## src/rtl/fft64_mem_ctrl.sv

```systemverilog
// fft64_mem_ctrl
// Memory/schedule controller for an in-place 64-point radix-2 DIT FFT.
// Samples are written to an external dual-port RAM in bit-reversed order.
// Six butterfly stages then read operand pairs, send them to an external
// butterfly of latency BF_LAT, and write the results back to the same
// addresses. Finally the 64 bins are streamed out in natural order.
//
// Ports
//   Clk, Rst_n            clock, asynchronous active-low reset
//   Start                 begin a transform (used only in IDLE)
//   In_Valid, In_Data     input sample stream; In_Ready high in LOAD
//   Ram_En, We_A, We_B    RAM enable and per-port write enables
//   Addr_A, Addr_B        RAM addresses; DI_A/DI_B write data
//   DO_A, DO_B            RAM read data, one cycle after the address
//   Bf_Valid, Bf_X0/X1    butterfly operands; Bf_Tw_Addr twiddle index
//   Bf_Y0, Bf_Y1          butterfly results, BF_LAT cycles after Bf_Valid
//   Out_Valid/Last/Data   output bin stream
//   Busy                  high in every state except IDLE
//
// BF_LAT must be even and 0..8: an even latency puts every write slot on an
// odd cycle, so reads (even cycles) and writes never compete for a port.

module fft64_mem_ctrl #(
  parameter int WIDTH  = 32,
  parameter int BF_LAT = 2
) (
  input  logic               Clk,
  input  logic               Rst_n,
  input  logic               Start,
  input  logic               In_Valid,
  input  logic [2*WIDTH-1:0] In_Data,
  output logic               In_Ready,
  output logic               Ram_En,
  output logic               We_A,
  output logic               We_B,
  output logic [5:0]         Addr_A,
  output logic [5:0]         Addr_B,
  output logic [2*WIDTH-1:0] DI_A,
  output logic [2*WIDTH-1:0] DI_B,
  input  logic [2*WIDTH-1:0] DO_A,
  input  logic [2*WIDTH-1:0] DO_B,
  output logic               Bf_Valid,
  output logic [2*WIDTH-1:0] Bf_X0,
  output logic [2*WIDTH-1:0] Bf_X1,
  output logic [4:0]         Bf_Tw_Addr,
  input  logic [2*WIDTH-1:0] Bf_Y0,
  input  logic [2*WIDTH-1:0] Bf_Y1,
  output logic               Out_Valid,
  output logic               Out_Last,
  output logic [2*WIDTH-1:0] Out_Data,
  output logic               Busy
);

  typedef enum logic [1:0] {
    S_IDLE,
    S_LOAD,
    S_CALC,
    S_UNLOAD
  } state_t;

  // One entry per issued read: the pair of addresses that must be written
  // back once the butterfly result emerges.
  typedef struct packed {
    logic       v;
    logic [5:0] a;
    logic [5:0] b;
  } slot_t;

  localparam int         DL_DEPTH = BF_LAT + 1;
  localparam logic [6:0] C_LAST   = 7'(63 + BF_LAT);

  state_t      state_q, state_d;
  logic [5:0]  n_q;        // samples accepted in LOAD
  logic [5:0]  u_q;        // read index in UNLOAD
  logic [2:0]  s_q;        // butterfly stage
  logic [6:0]  c_q;        // cycle within stage, 0..63+BF_LAT
  slot_t       dl_q [DL_DEPTH];
  logic        bf_v_q;
  logic [4:0]  tw_q;
  logic        out_v_q;
  logic        out_last_q;

  logic        rd_slot;
  logic        wr_slot;
  logic [4:0]  k;
  logic [4:0]  h_mask;
  logic [4:0]  k_lo;
  logic [5:0]  rd_a;
  logic [5:0]  rd_b;
  logic [4:0]  rd_tw;

  function automatic logic [5:0] bitrev6(input logic [5:0] x);
    logic [5:0] r;
    for (int i = 0; i < 6; i++) r[i] = x[5-i];
    return r;
  endfunction

  // ---------------------------------------------------------------------
  // Butterfly address generation for the current read slot.
  // a = ((k >> s) << (s+1)) | (k & (h-1)), b = a + h; bit s of a is always
  // zero, so the add reduces to setting that bit.
  // ---------------------------------------------------------------------
  always_comb begin
    rd_slot = (state_q == S_CALC) && !c_q[6] && !c_q[0];
    k       = c_q[5:1];
    h_mask  = 5'((6'd1 << s_q) - 6'd1);
    k_lo    = k & h_mask;
    rd_a    = ((({1'b0, k} >> s_q) << (s_q + 3'd1))) | {1'b0, k_lo};
    rd_b    = rd_a | (6'd1 << s_q);
    rd_tw   = k_lo << (3'd5 - s_q);
    wr_slot = (state_q == S_CALC) && dl_q[DL_DEPTH-1].v;
  end

  // ---------------------------------------------------------------------
  // State register and counters
  // ---------------------------------------------------------------------
  // NOTE: sequential state is assigned with <= so every register samples the
  // pre-edge values of the others, independent of statement order.
  always_ff @(posedge Clk or negedge Rst_n) begin
    if (!Rst_n) begin
      state_q <= S_IDLE;
      n_q     <= '0;
      u_q     <= '0;
      s_q     <= '0;
      c_q     <= '0;
    end else begin
      state_q <= state_d;
      case (state_q)
        S_IDLE: begin
          n_q <= '0;
          u_q <= '0;
          s_q <= '0;
          c_q <= '0;
        end
        S_LOAD: begin
          if (In_Valid) n_q <= n_q + 6'd1;
        end
        S_CALC: begin
          if (c_q == C_LAST) begin
            c_q <= '0;
            s_q <= (s_q == 3'd5) ? 3'd0 : s_q + 3'd1;
          end else begin
            c_q <= c_q + 7'd1;
          end
        end
        S_UNLOAD: begin
          u_q <= u_q + 6'd1;
        end
        default: ;
      endcase
    end
  end

  // ---------------------------------------------------------------------
  // Read-to-write address delay line and registered slot flags
  // ---------------------------------------------------------------------
  // NOTE: the delay line is an array but holds pending write-backs, so it is
  // cleared on reset; a stale valid bit would corrupt the RAM after an abort.
  always_ff @(posedge Clk or negedge Rst_n) begin
    if (!Rst_n) begin
      for (int i = 0; i < DL_DEPTH; i++) dl_q[i] <= '0;
      bf_v_q     <= 1'b0;
      tw_q       <= '0;
      out_v_q    <= 1'b0;
      out_last_q <= 1'b0;
    end else begin
      dl_q[0] <= '{v: rd_slot, a: rd_a, b: rd_b};
      for (int i = 1; i < DL_DEPTH; i++) dl_q[i] <= dl_q[i-1];
      bf_v_q     <= rd_slot;
      tw_q       <= rd_slot ? rd_tw : 5'd0;
      out_v_q    <= (state_q == S_UNLOAD);
      out_last_q <= (state_q == S_UNLOAD) && (u_q == 6'd63);
    end
  end

  // ---------------------------------------------------------------------
  // Next state
  // ---------------------------------------------------------------------
  // NOTE: every signal driven in an always_comb gets a default first, so no
  // path through the case statement can leave it holding a value (latch).
  always_comb begin
    state_d = state_q;
    case (state_q)
      S_IDLE:   if (Start) state_d = S_LOAD;
      S_LOAD:   if (In_Valid && n_q == 6'd63) state_d = S_CALC;
      S_CALC:   if (c_q == C_LAST && s_q == 3'd5) state_d = S_UNLOAD;
      S_UNLOAD: if (u_q == 6'd63) state_d = S_IDLE;
      default:  state_d = S_IDLE;
    endcase
  end

  // ---------------------------------------------------------------------
  // RAM port drivers
  // ---------------------------------------------------------------------
  always_comb begin
    We_A   = 1'b0;
    We_B   = 1'b0;
    Addr_A = '0;
    Addr_B = '0;
    DI_A   = '0;
    DI_B   = '0;
    case (state_q)
      S_LOAD: begin
        if (In_Valid) begin
          We_A   = 1'b1;
          Addr_A = bitrev6(n_q);
          DI_A   = In_Data;
        end
      end
      S_CALC: begin
        if (rd_slot) begin
          Addr_A = rd_a;
          Addr_B = rd_b;
        end else if (wr_slot) begin
          We_A   = 1'b1;
          We_B   = 1'b1;
          Addr_A = dl_q[DL_DEPTH-1].a;
          Addr_B = dl_q[DL_DEPTH-1].b;
          DI_A   = Bf_Y0;
          DI_B   = Bf_Y1;
        end
      end
      S_UNLOAD: begin
        Addr_A = u_q;
      end
      default: ;
    endcase
  end

  assign Busy       = (state_q != S_IDLE);
  assign Ram_En     = (state_q != S_IDLE);
  assign In_Ready   = (state_q == S_LOAD);
  assign Bf_Valid   = bf_v_q;
  assign Bf_Tw_Addr = tw_q;
  assign Bf_X0      = DO_A;
  assign Bf_X1      = DO_B;
  assign Out_Valid  = out_v_q;
  assign Out_Last   = out_last_q;
  assign Out_Data   = DO_A;

endmodule

```

## config.mk

```make
export PLATFORM = sky130hd
export DESIGN_NAME = fft64_mem_ctrl
export DESIGN_NICKNAME = d
export VERILOG_FILES = /design/src/rtl/fft64_mem_ctrl.sv
export SDC_FILE = /design/constraint.sdc
export NUM_CORES = 1
export LEC_CHECK = 0
export ABC_AREA = 1
export CORE_AREA = 2 2 264 266
export CTS_BUF_LIST = sky130_fd_sc_hd__clkbuf_4
export DETAILED_ROUTE_END_ITERATION = 10
export DIE_AREA = 0 0 266 268
export PLACE_DENSITY = 0.33
export SETUP_SLACK_MARGIN = 0.5
export SYNTH_ARGS = -nofsm -noshare
export SYNTH_HDL_FRONTEND = slang
export SYNTH_SLANG_ARGS = --single-unit
```

## constraint.sdc

```tcl
create_clock -name Clk -period 5.55 [get_ports Clk]
set_input_delay 1.3875 -clock Clk [delete_from_list [all_inputs] [get_ports Clk]]
set_output_delay 1.3875 -clock Clk [all_outputs]
set_load 0.02 [all_outputs]
```

# Word level (Yosys, flattened, before mapping)
# Cells that the tools add are included.
dict set report totals {
  in_bits 324
  latch_bits 0
  regBits 70
  out_inout_bits 345
  mem_bits_rw 0
  mem_count 0
  elab_cells 92
  rom_bits 0
}
dict set report op_classes {
  div_mod_pow 0
  shifts 4
  n_bitwise 3
  n_mux 33
  reduce_logical 16
  eq_ne 13
  add_sub_neg 6
  magnitude_cmp 0
  mul 0
}
# op count
set op_table {}
lappend op_table {{64-bit 2-to-1 mux} 6}
lappend op_table {{64-bit case mux with 2 select lines} 1}
lappend op_table {{6-bit 2-to-1 mux} 7}
lappend op_table {{6-bit case mux with 2 select lines} 2}
lappend op_table {{6-bit case mux with 3 select lines} 1}
lappend op_table {{7-bit case mux with 2 select lines} 1}
lappend op_table {{6-bit by 1-bit adder with 6-bit output (second input constant)} 2}
lappend op_table {{6-bit equality test (second input constant)} 2}
lappend op_table {{2-bit 2-to-1 mux} 4}
lappend op_table {{2-bit by 1-bit != test with 1-bit output (second input constant)} 4}
lappend op_table {{2-bit case mux with 4 select lines} 1}
lappend op_table {{2-bit nonzero test} 4}
lappend op_table {{7-bit by 1-bit adder with 7-bit output (second input constant)} 1}
lappend op_table {{7-bit equality test (second input constant)} 1}
lappend op_table {{7-bit 2-to-1 mux} 1}
lappend op_table {{1-bit logical AND} 6}
lappend op_table {{3-bit 2-to-1 mux} 2}
lappend op_table {{6-bit by 5-bit bitwise OR with 6-bit output} 1}
lappend op_table {{6-bit bitwise OR} 1}
lappend op_table {{3-bit case mux with 2 select lines} 1}
lappend op_table {{1-bit by 3-bit << shifter with 6-bit output (first input constant)} 1}
lappend op_table {{6-bit by 3-bit << shifter with 6-bit output} 1}
lappend op_table {{5-bit by 3-bit right shift with 6-bit output} 1}
lappend op_table {{5-bit bitwise AND} 1}
lappend op_table {{15 further kinds} 22}

# Longest topological paths before layout
dict set report logic_depth {
  depth_word 7
  mapped_depth 15
  mapped_depth_nobuf 14
}

# Worst setup path after synthesis
# Ideal clock, no wire load.
dict set report synth_timing {
  path_type {input -> output}
  from {in In_Valid}
  to {out DI_A[0]}
  path_buffers 2
  path_slack_ps 1628
  required_time_ps 4163
  arrival_ps 2534
  path_stages 6
  path_cell_list {nand2_1 -> clkinv_1 -> buf_4 -> clkbuf_1 -> nand2_1 -> a21oi_1}
}
dict set report synth_between {
  elab_chain_len 2
}
# item line
set synth_lines {}
lappend synth_lines {{start: declaration} 30} ;# input logic In_Valid,
lappend synth_lines {{64-bit 2-to-1 mux} 204} ;# if (In_Valid) begin
lappend synth_lines {{64-bit case mux with 2 select lines} 202} ;# case (state_q)
lappend synth_lines {{end: declaration} 38} ;# output logic [2*WIDTH-1:0] DI_A,
# Every way passes these cells.

# Worst setup path after layout
dict set report layout_timing {
  from {in In_Valid}
  to {out DI_A[37]}
}
# Same word-level chain as after synthesis.

==> results.cfg <==
[synthesis]
yosys_most_used_dff = sky130_fd_sc_hd__dfrtp_1
yosysUniqueCellTypes = 35
postSynthRegisterBits = 70
synth_cells = 929
yosysSeqAreaShare = 0.280
post_synthesis_compound_gate_area_fraction = 0.104
synth.top_cells.by_area = sky130_fd_sc_hd__dfrtp_1 (28%), sky130_fd_sc_hd__buf_4 (24%), sky130_fd_sc_hd__nand2_1 (17%)
synthesis.nets = 1268
post_synth_xor_area_fraction = 0.00699
synth_mux_area_frac = 0.00160
avgSynthCellArea_um2 = 6.74
synthSimpleGateAreaFrac = 0.239
ys_warn_count = 0
synth.largest_area_cell = sky130_fd_sc_hd__dfrtp_1
synth_top_cell_area_share = 0.280
synth_top_family_by_area = buffers and inverters
synth-async-reset-ratio = 1.00
post_synth_instance_area_um2 = 6260
synth-edff-count = 0
yosys.area_share.adder = 0.0300

[sta]
final.min_clock_period_ps = 4900
grt_setup_unrepaired = false
finalSetupTns_ps = 0
max_slew_margin = 0.416
report.final.slew_viol_count = 0
worst_hold_slack_ps = 352
post_route_fraction_of_the_period_consumed_by_the_critical_path = 0.884
finish_stage_setup_viols = 0
achievable-frequency_mhz = 204
hold_violations = 0
tightestPinTransition_ps = 876
clock-skew-final_ps = 20.2

[pwr]
switching_share = 0.464
design_power_total_uw = 2440
cell_internal_pwr_uw = 1310
vdd.ir_drop.worst_uv = 238
power.density_nw_per_um2 = 258
share_seq_of_total_power = 0.253
comb_power_share = 0.588
p_switching_uw = 1130
power_frac_clock = 0.160
leakagePower_uw = 0.00396

[critical_path]
cp_arrival_ps = 3520
cp-end-kind = output port
path_cells = clkdlybuf4s50_1, nand2_1, inv_2, buf_12, nand2_1, a21oi_1, clkdlybuf4s50_1
r2r_setup_slack_ps = 3210
worst_setup_path_start_kind = input port
worstSetupPathType = input port to output port
worst-r2r-cell-count = 9
cp_data_required_time_ps = 4160
worst_r2r_endpoint = Bf_Tw_Addr[4]
timing.rr.start = s_q[1]
crit_path_max_fanout = 50
critPathMaxStageDelay_ps = 660
critical_path.slowest_cell = sky130_fd_sc_hd__clkdlybuf4s50_1

[worst_hold_path]
hold_end = dl_q[14]
hold_path_startpoint = dl_q[27]
hp-class = flop to flop
min_delay_path_depth = 0

[drt]
wire_per_inst_um = 24.3
ant_nets = 0
detail_route.wirelength_um = 47700
first_pass_iters = 5
via_per_inst = 3.28
drt_drc_violations_left = 0
detailedRoute.firstIterationViolations = 391
vias = 6421

[floorplanning]
die_height_um = 268
ios = 669
fp-row-count = 96
design.die.area_um2 = 71300
core_area_um2 = 68200
die_w_um = 266
start_util = 0.0918

[clock_tree]
cts_tree = done
htree_num_levels = 3
clockBufferDepth = 2
clockRootBuffer = sky130_fd_sc_hd__clkbuf_4
cts.repair.resized = 0
worst_setup_hold_path_clk_slew_ps = 120
ctsHoldBuffers = 0
clk-insertion-delay-late_ps = 440
post-cts-setup-buffer-count = 0
cts_made_buffers = 9
clk_sinks = 70

[global_route]
global_route_congestion_overflow_total = 0
number_of_antenna_violations_at_the_first_check_in_global_routing = 27
grt_usage = 0.126
grt_pass1_vias = 6328
grt_start_max_net_pins = 73
grt_pass1_wl_um = 60000

[finish]
layout-area-overhead-vs-synth_pct = 51.3
post-route-util = 0.139
number_of_fill_cells_in_the_layout = 7878
share_of_final_layout_standard_cells_stronger_than_drive_strength_1 = 0.0465
layout.nets = 1409
finish.instance_area_um2 = 9470

[place]
port_buffers = 348
gp_congestion = 0.786
placement.cell_area_um2 = 9300
hpwl_um = 42000

[status]
status = finished clean

[flow_run]
drv_cap = 0
## cell usage in the layout, fill, tap and decap left out, drive strengths merged, types with 15 or more instances in the layout
cell	Yosys	routed
ha	15	15
nor2	28	28
nand2	286	286
clkdlybuf4s50	0	347
inv	123	125
o22ai	15	15
dfrtp	70	70
a21oi	75	75
nand3	35	35
o21ai	26	26
## cell type report
cell class	count	area (um^2)	area share
Tap cell	882	1100	0.116
Sequential cell	70	1750	0.185
Inverter	125	474	0.0501
Antenna cell	3	7.51	0.000792
Clock inverter	7	96.3	0.0102
Timing Repair Buffer	358	3580	0.378
Multi-Input combinational cell	506	2390	0.252
Clock buffer	9	67.6	0.00713
## layer usage
| layer | track usage | vias to the layer above | part of all wire | wire [um] |
|---|---|---|---|---|
| met2 | 0.157 | 465 | 0.36 | 17400 |
| met5 | 0.0162 | - | 0.0052 | 248 |
| met1 | 0.120 | 2869 | 0.33 | 15600 |
| met4 | 0.0443 | 23 | 0.034 | 1620 |
| li1 | - | 2948 | - | - |
| met3 | 0.158 | 116 | 0.27 | 12900 |
## flip-flops by register name (all words and copies together), names as in the netlist
signal and flops:
dl_q 38, c_q 7, n_q 6, u_q 6, Bf_Tw_Addr 5, s_q 3, state_q 2, Bf_Valid 1
Out_Last 1, Out_Valid 1
## power groups by stage
stage	registers (uW)	clock network [uW]	logic, uW
4_1_cts	617	410	1450
3_3_place_gp	626	0	1450
2_1_floorplan	622	0	960
3_5_place_dp	626	0	1440
6_report	617	389	1430
5_1_grt	626	424	1550
## worst max path at each step
stage	to	slack (ps)	cells after the start	start
after floorplan	DI_A[0]	1630	6	In_Valid
after global placement	DI_A[58]	620	7	In_Valid
after detailed placement	DI_A[58]	650	7	In_Valid
after CTS	Addr_A[1]	500	14	state_q[0]
after global routing	Addr_A[1]	520	14	state_q[0]
final	DI_A[37]	650	7	In_Valid
## stage by stage
stage                     worst slack (ps)  instances
final                                  646       1960
after global routing                   517       1959
after CTS                              505       1957
after detailed placement               646       1941
after global placement                 625       1941
after floorplan                       1630        929
## cell usage after synthesis (all sizes together), types with 2 or more instances
cell and instances:
nand3 35, clkbuf 14, a21oi 75, nand2 286, nand4 8, o22ai 15, clkinv 2, dfrtp 70
xor2 4, inv 123, o211ai 2, ha 15, nor2 28, nor3 3, nor3b 2, o21ai 26
buf 214
## worst max-delay path: cells and delay by family
family	cells	cell delay, ps
simple gates	2	210
buf+inv	4	1580
compound gates	1	250
## kinds of logic (layout without fill, tap and decap cells)
group                      Yosys count  in the layout
and+or+nand+nor                    364            364
buffers and inverters              353            499
DFF                                 70             70
xor gates and xnor gates             5              5
muxes                                1              1
AOI/OAI and AO/OA                  121            121
other                                0              3
adders and majority gates           15             15
(Power assumes the default switching activity.)
==> variant 1 (same flow settings) <==
`WIDTH`: 32 -> 16.
--- a/src/rtl/fft64_mem_ctrl.sv
+++ b/src/rtl/fft64_mem_ctrl.sv
@@ -21,7 +21,7 @@
 // odd cycle, so reads (even cycles) and writes never compete for a port.
 
 module fft64_mem_ctrl #(
-  parameter int WIDTH  = 32,
+  parameter int WIDTH  = 16,
   parameter int BF_LAT = 2
 ) (
   input  logic               Clk,
Ports: changed (10 resized); port bits go from 669 to 349. The function was not compared with the original's and may differ.
==> variant 1 against the unedited design <==
- hold slack worse by 0.81 ps
- maximum frequency up 0.88%
- area after synthesis down 23%
- utilization down 3.4 points
- design area down 25%
- sequential cell count unchanged
- synthesized cell count down 29%
- cell count down 17%
- setup slack better by 43 ps
- power down 23%
- combinational power down 30%
- wire length down 56%
- largest power group unchanged
==> variant 1: results (changes against the unedited design) <==
Mapped Nets 836 (-34%); max_slew headroom 40.0% (-1.6 points); power density relative to cell area 264 nW/um^2 (+2.6%); start point of the worst hold path dl_q[23]$_DFF_PN0_; final cell count without fillers 1632 (-17%); Met1 Routed Length 7710 microns (-50%); routability cong. 0.759 (-3.4%); top cells by instance count after synthesis nand2_1, buf_4, inv_1, dfrtp_1, a21oi_1; Util after Layout 10.4% (-3.4 points); average wire per standard cell 12.9 microns (-47%); Signal buffers 195 (-46%); antenna violations before repair 1 (-96%); Crit Path Max Fanout 36 (-28%); crit path DAT 3470 ps (-50 ps); global-route track usage on met3 1.81% (-14 points); terminus of the critical flop-to-flop path Bf_Tw_Addr[3]$_DFF_PN0_; Filler cells 7908 (+0.38%); violation count after the first detailed-route iteration 217 (-45%); vias after detailed routing 4565 (-29%); invs w/o clock 87 (-30%); count of different cell masters after synthesis 36 (+2.9%); Post-Place Worst Slack 548 ps (-98.0 ps); highest ir drop seen on vdd 0.107 mV (-55%); layout cell share with drive strength beyond 1 5.75% (+1.1 points); placed inst area 7010 sq um (-25%); adder-cell area share of the yosys netlist 3.90% (+0.91 points); share of the final layout cell area in multi-input gates 26.5% (+1.2 points); outcome finished clean; terminating pin of the worst hold path dl_q[10]$_DFF_PN0_; met2 layer usage reported by global route 10.4% (-5.3 points)
==> variant 1: cell count changes after synthesis, sizes merged, moves of 6 or more <==
| cell | change |
|---|---|
| a21oi | -32 |
| nor3 | +6 |
| buf | -102 |
| inv | -37 |
| nand2 | -102 |
| clkbuf | -7 |
==> variant 1: worst register-to-register path, delay by kind of cell (launching register included) <==
family	cells	cell delay [ps]
adders and majority gates	2	590
and+or+nand+nor	4	580
DFF	1	520
buffers and inverters	2	480
AOI/OAI and AO/OA	1	230
==> variant 1: how the worst max path moves through the flow <==
stage	endpoint	slack, ps	cells past startpoint
6_report	DI_A[5]	690	7
5_1_grt	Addr_A[4]	530	13
4_1_cts	DI_A[5]	530	7
3_5_place_dp	DI_A[5]	550	7
3_3_place_gp	DI_A[5]	530	7
2_1_floorplan	DI_A[0]	1800	5
==> variant 1: what timing repair did <==
item,CTS,global route
setup buffers,0,0
resized for setup,0,2
hold buffers,0,0
hold endpoints to repair,0,0
endpoints found under the setup margin,0,3
==> variant 2 (same settings) <==
Without the edit above. The 4 states of `state_t` get a one-hot encoding in 4 bits.
--- a/src/rtl/fft64_mem_ctrl.sv
+++ b/src/rtl/fft64_mem_ctrl.sv
@@ -51,11 +51,11 @@
   output logic               Busy
 );
 
-  typedef enum logic [1:0] {
-    S_IDLE,
-    S_LOAD,
-    S_CALC,
-    S_UNLOAD
+  typedef enum logic [3:0] {
+    S_IDLE   = 4'b0001,
+    S_LOAD   = 4'b0010,
+    S_CALC   = 4'b0100,
+    S_UNLOAD = 4'b1000
   } state_t;
 
   // One entry per issued read: the pair of addresses that must be written
Behaviour: same outputs for any inputs over 4 cycles, from zero or initial values and one cycle with Rst_n low; so few cycles prove little.
==> variant 2 against the unedited design <==
- setup slack gained 220 ps
- wire length shrank 42%
- global-route usage shrank 5.3 points
- die area is the same
- via count shrank 0.40%
- sequential cell count grew 2
- area after synthesis shrank 0.86%
- power shrank 19%
- design area shrank 1.1%
==> variant 2: results (changes against the unedited design) <==
outcome finished clean; worst slew pin tran 830 ps (-46.1 ps); violation count after the first detailed-route iteration 377 (-3.6%); Buffers on Ports 348 (unchanged); first-pass GRT wire length 39400 microns (-34%); number of buffers between clock root and the deepest sink 2 (unchanged); length in cells of the worst reg-to-reg path 12 (+3); Crit Path Max Fanout 34 (-32%); sequential share of the synthesized area 29.0% (+1.1 points); r2r startpoint s_q[0]$_DFFE_PN0P_; total CTS buffers 9 (unchanged); final hold slack 356 ps (+3.32 ps); Post-Route WL 27900 microns (-42%); Psw 0.894 mW (-21%); largest registers dl_q x38, c_q x7; worst-path cell with the longest stage delay clkdlybuf4s50_1; maximum number of pins on one net before global-route repair 79 (+8.2%); total area of multi-input combinational cells 2620 sq um (+9.5%); cell count of the worst hold path 0 (unchanged); class of the worst hold path register to register; # Post-CTS Setup Buffers 0 (unchanged); vias after detailed routing 6395 (-0.40%); half-perimeter wire length after placement 22200 microns (-47%); reg2reg setup slack 3000 ps (-210 ps); top cells by instance count after synthesis nand2_1, buf_4, nand3_1, nor2_1, dfrtp_1; layout cell share with drive strength beyond 1 3.27% (-1.4 points); critical path startpoint state_q[0]$_DFFE_PN1P_; start point of the worst hold path dl_q[23]$_DFF_PN0_; average vias per placed instance 3.27 (-0.15%); worst clock skew 14.9 ps (-5.35 ps); nets 1401 (-0.57%); number of global-route vias before repair 6200 (-2.0%); average cell area after synthesis 6.65 sq um (-1.3%); crit path DAT 3290 ps (-230 ps); terminating pin of the worst hold path dl_q[10]$_DFF_PN0_; number of warnings reported in the yosys synthesis log 0 (unchanged); Initial DRT Pass Iterations 5 (unchanged); Async SR Flop Fraction 100% (unchanged); reported leakage power 3.91 nW (-1.2%); Post-Place Worst Slack 1050 ps (+408 ps); terminus of the critical flop-to-flop path Bf_Tw_Addr[4]$_DFF_PN0_; highest ir drop seen on vdd 0.100 mV (-58%); routability cong. 0.789 (+0.39%); top area cells in the synthesized netlist dfrtp_1, buf_4, nand2_1; Filler cells 7806 (-0.91%); antenna violations before repair 1 (-96%); count of different cell masters after synthesis 30 (-14%); GRT Overall Usage 7.28% (-5.3 points); cell count after placement 1937 (-0.21%); placed inst area 9240 sq um (-0.61%)
variant 2: changes by cell type after synthesis, moves of 5 or more:
cell | unedited run | this run
nor3_1 | 3 | 9
a31oi_1 | 0 | 6
nand2_2 | 7 | 0
a21oi_1 | 75 | 13
buf_4 | 198 | 193
clkbuf_1 | 13 | 27
nand2_1 | 279 | 285
nand3_1 | 30 | 109
inv_1 | 116 | 37
nor2_1 | 26 | 93
variant 2: worst max path at each step:
stage                      to  slack (ps)  depth (start not counted)
floorplan            DI_A[10]        1940                          4
global placement      DI_A[7]        1040                         10
detailed placement   DI_A[63]        1050                          5
CTS                   DI_A[7]         550                         10
global route        Addr_B[4]         600                         12
finish                DI_A[7]         870                         10
variant 2: critical path: cells and delay by family (launching register included):
kind	cells	cell delay [ps]
AND/OR/NAND/NOR	6	730
flip-flops	1	600
buffers and inverters	4	1470
variant 2: kinds of logic (layout without fill, tap and decap cells):
group                    after synthesis  after routing  synth area share [%]
flip-flops                            72             72                  29.0
XOR/XNOR                               4              4                 0.564
AND/OR/NAND/NOR                      512            512                  34.3
buffers and inverters                278            416                  28.9
AO/OA/AOI/OAI                         56             56                  5.02
other                                  0              2                     0
adder cells (fa/ha/maj)               11             11                  2.22
variant 2: final cells by class:
cell class | instances | area share [%]
inverters | 42 | 1.71
clock buffers | 9 | 0.721
well taps | 882 | 11.8
multi-input cells | 583 | 27.9
repair buffers | 358 | 38.0
diodes | 2 | 0.0534
clock inverters | 7 | 0.494
flip-flops and latches | 72 | 19.3
variant 2: layer usage:
layer | track usage (%) | vias up | part of all wire (%)
met1 | 8.34 | 2840 | 40
li1 | - | 3039 | -
met2 | 11.2 | 471 | 42
met3 | 4.25 | 43 | 14
met4 | 2.60 | 2 | 3.1
met5 | 0.541 | - | 0.20
variant 2: power groups by stage:
stage                     clock network (mW)  logic (mW)  registers, mW
final                                  0.303        1.02          0.665
after global routing                   0.349        1.13          0.675
after CTS                              0.322        1.04          0.666
after detailed placement                   0        1.04          0.676
after global placement                     0        1.04          0.675
after floorplan                            0       0.758          0.646
